### config.mk
export PLATFORM = sky130hd
export DESIGN_NAME = vga_fade_out_stage
export DESIGN_NICKNAME = d
export VERILOG_FILES = /design/src/rtl/vga_fade_out_stage.sv
export SDC_FILE = /design/constraint.sdc
export NUM_CORES = 1
export LEC_CHECK = 0
export CORE_ASPECT_RATIO = 0.7
export CORE_MARGIN = 3
export CORE_UTILIZATION = 30
export DETAILED_ROUTE_END_ITERATION = 8
export PLACE_DENSITY_LB_ADDON = 0.08
export SYNTH_ARGS = -nofsm -noshare
export SYNTH_HDL_FRONTEND = slang
export SYNTH_SLANG_ARGS = --single-unit
export TNS_END_PERCENT = 10
### constraint.sdc
create_clock -name clk -period 3.4 [get_ports clk]
set_clock_uncertainty 0.2 [all_clocks]
set_input_delay 0.34 -clock clk [delete_from_list [all_inputs] [get_ports clk]]
set_output_delay 0.34 -clock clk [all_outputs]
set_load 0.01 [all_outputs]
### src/rtl/vga_fade_out_stage.sv
// vga_fade_out_stage: VGA output stage between the sync/graphics generators and the pins.
//   Registers graphics RGB on the pixel tick. Delays hsync/vsync/video_on by PIPE_DEPTH ticks.
//   Blanks colour outside the active area. Applies a frame-synchronous brightness fade.
// Ports:
//   clk, reset (async, active-low), p_tick (pixel enable)
//   hsync_in, vsync_in, video_on_in, rgb_in {R,G,B} : from sync / graphics generators
//   fade_req : one-clk pulse that starts or reverses a fade
//   hsync, vsync : delayed syncs
//   red, grn, blu : blanked, scaled colour
//   fade_busy : high while fading
//   black : high while held dark
// Optional feature: define TEST_PATTERN_EN to add the tp_en / pix_x colour-bar source.
module vga_fade_out_stage #(
    parameter int unsigned CH_BITS         = 4,
    parameter int unsigned PIPE_DEPTH      = 1,
    parameter int unsigned FADE_LOG2       = 4,
    parameter int unsigned FRAMES_PER_STEP = 2
) (
    input  logic                 clk,
    input  logic                 reset,
    input  logic                 p_tick,
    input  logic                 hsync_in,
    input  logic                 vsync_in,
    input  logic                 video_on_in,
    input  logic [3*CH_BITS-1:0] rgb_in,
`ifdef TEST_PATTERN_EN
    input  logic                 tp_en,
    input  logic [9:0]           pix_x,
`endif
    input  logic                 fade_req,
    output logic                 hsync,
    output logic                 vsync,
    output logic [CH_BITS-1:0]   red,
    output logic [CH_BITS-1:0]   grn,
    output logic [CH_BITS-1:0]   blu,
    output logic                 fade_busy,
    output logic                 black
);

    localparam int unsigned LVL_W  = FADE_LOG2 + 1;
    localparam int unsigned PROD_W = CH_BITS + FADE_LOG2 + 1;
    localparam int unsigned STEP_W = (FRAMES_PER_STEP > 1) ? $clog2(FRAMES_PER_STEP) : 1;
    localparam logic [LVL_W-1:0]  LVL_FULL  = LVL_W'(2 ** FADE_LOG2);
    localparam logic [STEP_W-1:0] STEP_LAST = STEP_W'(FRAMES_PER_STEP - 1);

    typedef enum logic [1:0] {StBright, StFadeOut, StDark, StFadeIn} state_e;

    state_e                state_q, state_d;
    logic [LVL_W-1:0]      lvl_q, lvl_d;
    logic [STEP_W-1:0]     step_q, step_d;
    logic                  vsync_prev_q;
    logic                  fade_busy_q, fade_busy_d;
    logic                  black_q, black_d;
    logic [3*CH_BITS-1:0]  rgb_q, rgb_d;
    logic [3*CH_BITS-1:0]  src_rgb;
    logic [PROD_W-1:0]     prod;
    logic                  frame_evt;
    logic                  hs_dly, vs_dly, von_dly;

    // Colour source
`ifdef TEST_PATTERN_EN
    // Colour bars: bar = pix_x[9:7]; bit 2/1/0 lights R/G/B fully.
    always_comb begin
        src_rgb = rgb_in;
        if (tp_en) begin
            src_rgb = {{CH_BITS{pix_x[9]}}, {CH_BITS{pix_x[8]}}, {CH_BITS{pix_x[7]}}};
        end
    end
`else
    assign src_rgb = rgb_in;
`endif

    // Colour path: per-channel (c * lvl) >> FADE_LOG2, captured on p_tick
    always_comb begin
        rgb_d = rgb_q;
        prod  = '0;
        if (p_tick) begin
            for (int k = 0; k < 3; k++) begin
                prod = PROD_W'(src_rgb[k*CH_BITS +: CH_BITS]) * PROD_W'(lvl_q);
                rgb_d[k*CH_BITS +: CH_BITS] = prod[FADE_LOG2 +: CH_BITS];
            end
        end
    end

    // Sync path
    if (PIPE_DEPTH == 0) begin : g_no_pipe
        assign hs_dly  = hsync_in;
        assign vs_dly  = vsync_in;
        assign von_dly = video_on_in;
    end else begin : g_pipe
        logic [2:0] pipe_q [PIPE_DEPTH];
        logic [2:0] pipe_d [PIPE_DEPTH];

        always_comb begin
            pipe_d = pipe_q;
            if (p_tick) begin
                pipe_d[0] = {hsync_in, vsync_in, video_on_in};
                for (int i = 1; i < int'(PIPE_DEPTH); i++) begin
                    pipe_d[i] = pipe_q[i-1];
                end
            end
        end

        always_ff @(posedge clk or negedge reset) begin
            if (!reset) begin
                for (int i = 0; i < int'(PIPE_DEPTH); i++) begin
                    pipe_q[i] <= '0;
                end
            end else begin
                pipe_q <= pipe_d;
            end
        end

        assign {hs_dly, vs_dly, von_dly} = pipe_q[PIPE_DEPTH-1];
    end

    // Frame event: rising edge of vsync_in seen on clk
    assign frame_evt = vsync_in & ~vsync_prev_q;

    // Fade FSM: a fade_req transition always beats a same-cycle frame event
    always_comb begin
        state_d = state_q;
        lvl_d   = lvl_q;
        step_d  = step_q;
        unique case (state_q)
            StBright: begin
                if (fade_req) begin
                    state_d = StFadeOut;
                    step_d  = '0;
                end
            end
            StDark: begin
                if (fade_req) begin
                    state_d = StFadeIn;
                    step_d  = '0;
                end
            end
            StFadeOut: begin
                if (fade_req) begin
                    state_d = StFadeIn;
                    step_d  = '0;
                end else if (frame_evt) begin
                    if (step_q == STEP_LAST) begin
                        step_d = '0;
                        // Clamp at 0 so a reversal that started at 0 still terminates
                        if (lvl_q <= LVL_W'(1)) begin
                            lvl_d   = '0;
                            state_d = StDark;
                        end else begin
                            lvl_d = lvl_q - LVL_W'(1);
                        end
                    end else begin
                        step_d = step_q + STEP_W'(1);
                    end
                end
            end
            StFadeIn: begin
                if (fade_req) begin
                    state_d = StFadeOut;
                    step_d  = '0;
                end else if (frame_evt) begin
                    if (step_q == STEP_LAST) begin
                        step_d = '0;
                        if (lvl_q >= LVL_FULL - LVL_W'(1)) begin
                            lvl_d   = LVL_FULL;
                            state_d = StBright;
                        end else begin
                            lvl_d = lvl_q + LVL_W'(1);
                        end
                    end else begin
                        step_d = step_q + STEP_W'(1);
                    end
                end
            end
            default: begin
                state_d = StBright;
                lvl_d   = LVL_FULL;
                step_d  = '0;
            end
        endcase
        // Status flags track the state register one-for-one
        fade_busy_d = (state_d == StFadeOut) || (state_d == StFadeIn);
        black_d     = (state_d == StDark);
    end

    always_ff @(posedge clk or negedge reset) begin
        if (!reset) begin
            state_q      <= StBright;
            lvl_q        <= LVL_FULL;
            step_q       <= '0;
            vsync_prev_q <= 1'b0;
            fade_busy_q  <= 1'b0;
            black_q      <= 1'b0;
            rgb_q        <= '0;
        end else begin
            state_q      <= state_d;
            lvl_q        <= lvl_d;
            step_q       <= step_d;
            vsync_prev_q <= vsync_in;
            fade_busy_q  <= fade_busy_d;
            black_q      <= black_d;
            rgb_q        <= rgb_d;
        end
    end

    // Outputs
    assign hsync     = hs_dly;
    assign vsync     = vs_dly;
    assign red       = von_dly ? rgb_q[2*CH_BITS +: CH_BITS] : '0;
    assign grn       = von_dly ? rgb_q[CH_BITS +: CH_BITS]   : '0;
    assign blu       = von_dly ? rgb_q[0 +: CH_BITS]         : '0;
    assign fade_busy = fade_busy_q;
    assign black     = black_q;

endmodule

==> metrics.csv <==
stage,metric,value,unit
cts,CTS Hold Buffers Added,0,
yosys,Async SR Flop Fraction,100,%
cts,clock sinks,25,
setup_path,Crit Path Class,input port to flop,
die,Die H,85.6,µm
die,core area,0.00862,mm²
cts,clock edge transition at the registers on the reported setup and hold paths,70,ps
drt,First-pass DRT Iterations,4,
sta,Slew Limit Fails,0,
setup_path,CP Max Fanout,4,
yosys,Yosys reg bits,25,
yosys,"Distinct cells, synth",43,
place,Placer Congestion,0.751,
sta,Peak Freq,307,MHz
drt,Remaining DRCs,0,
cts,Root Driver,clkbuf_16,
sta,unrepaired setup endpoints after global routing,no,
setup_path,"critical path, cell by cell",clkdlybuf4s50_1 > nand2_1 > fa_1 > fa_1 > inv_1 > ha_1 > nand4_1 > o211ai_1 > or3_1 > a31o_2,
yosys,register area share after synthesis,23.1,%
yosys,Post-Synthesis Net Count,368,
setup_path,"Slowest-stage cell, CP",fa_1,
setup_path,Worst setup SP type,input port,
yosys,Mapped Cells,303,
sta,final setup fails,0,
yosys,syn avg cell area,8.96,µm²
job,MaxCap Viol Count,0,
cts,CTS tree,yes,
drt,vias,2229,
die,die area,0.0103,mm²
setup_path,CP dominant cell by count,fa_1,
setup_path,Crit path required time,3350,ps
global_route,Total Routing Usage GR,12.3,%
global_route,vias in the first global route,2082,
drt,final WL,6.12,mm
global_route,first-pass GRT wire length,10.3,mm
sta,normalized max-slew margin,37.9,%
sta,Slew @ Worst Pin,929,ps
setup_path,slowest cell delay on critical path,550,ps
cells_and_area,Final nets,428,
global_route,maximum number of pins on one net before global-route repair,26,
global_route,Congestion Overflow GR,0,
place,dpl hpwl,4.87,mm
setup_path,Worst Setup End Kind,flop,
cts,clk_lat worst skew,260,ps
drt,initial DRC count,79,
cells_and_area,final non-filler cell total,482,
place,# port buffers,34,
setup_path,Worst R2R Setup Slack,180,ps
outcome,run status,finished clean,
die,num rows,28,
place,dpl cells,478,
die,I/O pins,35,
yosys,top_reg_cell synth,dfrtp_1,
cts,H-tree depth,1,
drt,Post-DRT Antenna Nets,0,
cts,CTS max path bufs,2,
sta,Final TNS setup,0,ps
setup_path,WP data arrival,3200,ps
sta,Final period util,95.7,%
cells_and_area,Antenna Cells,0,
yosys,"EDFF count, synth",0,
cells_and_area,Filler cells,874,
yosys,synth warn,0,
power,peak supply drop,299,µV
die,Starting Density,31.5,%
die,die width,120,µm
cells_and_area,layout cells sized above 1,17.7,%
drt,wire per inst,12.7,µm
cts,Num CTS Buffers,3,
cells_and_area,synthesis-to-finish area growth,29.5,%
yosys,Synth Cell Area,0.00272,mm²
drt,Via density,4.62,
power,leak pwr,0.00160,µW
global_route,initial antenna violation count,0,
sta,final hold violations,0,
min_path,Hold Path Class,input port to asynchronous set/reset pin,
power,pwr/cell area,504,mW/mm²
sta,post-layout min period,3250,ps
==> worst paths after layout <==
kind | startpoint | to | depth (start not counted)
setup / recovery | rgb_in[6] | rgb_q[6] | 10
hold / removal | reset | black | 2
setup reg to reg | lvl_q[0] | rgb_q[6] | 9
hold reg to reg | rgb_q[3] | rgb_q[3] | 2
max in group asynchronous | reset | lvl_q[4] | 2
min in group clk | rgb_q[3] | rgb_q[3] | 2
==> cells by family (layout without fill, tap and decap cells) <==
kind of cell               Yosys count  count (layout)  synth area share (%)
AOI/OAI and AO/OA                   42              42                  11.3
xor gates and xnor gates            13              13                  4.19
adders and majority gates           46              46                  25.3
buffers and inverters               39              98                  5.80
DFF                                 25              25                  23.1
muxes                               12              12                  4.88
and+or+nand+nor                    126             126                  25.4
==> cells in the final DEF (no fill, tap or decap), types with 4 or more instances in the layout <==
cell type | netlist | layout
clkdlybuf4s50_1 | 0 | 34
xor2_1 | 7 | 7
mux2_2 | 10 | 10
nand3_1 | 7 | 7
buf_4 | 0 | 35
and2_1 | 39 | 39
o211ai_1 | 4 | 4
dfrtp_1 | 24 | 21
nand4_1 | 15 | 15
nor2_1 | 5 | 5
inv_1 | 25 | 25
nand2_1 | 37 | 37
xnor2_1 | 6 | 6
o21ai_0 | 10 | 10
nand3b_1 | 6 | 6
nand2b_1 | 4 | 4
fa_1 | 15 | 15
a21oi_1 | 8 | 8
ha_1 | 31 | 29
==> metal layers <==
layer  track usage [%]  share of wire [%]  wire, µm  vias up
li1                  -                  -         -     1155
met5                 0                  0         0        -
met2              18.1                 40      2460       48
met4              2.18               0.90        55        0
met3              1.98                3.5       212        4
met1              19.0                 55      3380     1022
==> power by group <==
part,internal (µW),switching (µW)
registers,377,83.0
logic,555,491
clock network,160,106
==> metrics by stage <==
step                      power [µW]  setup WS [ps]  area, µm²  util [%]  hold WS [ps]
after global routing            1950           5.31       3520      40.8           283
after CTS                       1780           23.5       3500      40.6           266
after global placement          1490           -128       3420      39.7           277
after floorplan                 1100          -32.5       2730         -          -156
after detailed placement        1500           -185       3420      39.7           270
final                           1770            145       3520      40.8           255
==> timing repair <==
| action | 4_1_cts | 5_1_grt |
|---|---|---|
| buffers inserted | 0 | 0 |
| setup endpoints to repair | 1 | 12 |
| resized for setup | 1 | 3 |
==> critical path: cells and delay by family <==
kind,cells,cell delay (ps)
AND/OR/NAND/NOR,3,560
adder cells (fa/ha/maj),3,1320
AO/OA/AOI/OAI,2,380
buffers and inverters,2,580
==> registers in the layout (all words and copies together) (netlist names) <==
| signal | flops |
|---|---|
| black | 1 |
| fade_busy | 1 |
| g_pipe.pipe_q | 3 |
| lvl_q | 5 |
| rgb_q | 12 |
| state_q | 1 |
| step_q | 1 |
| vsync_prev_q | 1 |
==> cells in the mapped netlist (all sizes together), types with 6 or more instances <==
cell,count,area share [%]
dfrtp,24,22
nand2,37,5.1
fa,15,11
nand3b,6,1.7
xnor2,6,1.9
a21oi,8,1.5
nand4,15,3.5
clkbuf,9,1.2
mux2,10,4.1
xor2,7,2.3
and2,39,9.0
o21ai,11,2.4
nand3,7,1.3
ha,31,14
inv,25,3.5
==> layout make-up <==
class,count,area [µm²],area share [%]
clock buffer,3,75.1,2.13
clock inverter,1,7.51,0.213
inverter,25,93.8,2.67
multi-input combinational,239,1960,55.6
sequential,25,631,17.9
tap,120,150,4.27
timing repair buffer,69,603,17.1
(Power assumes the default switching activity.)
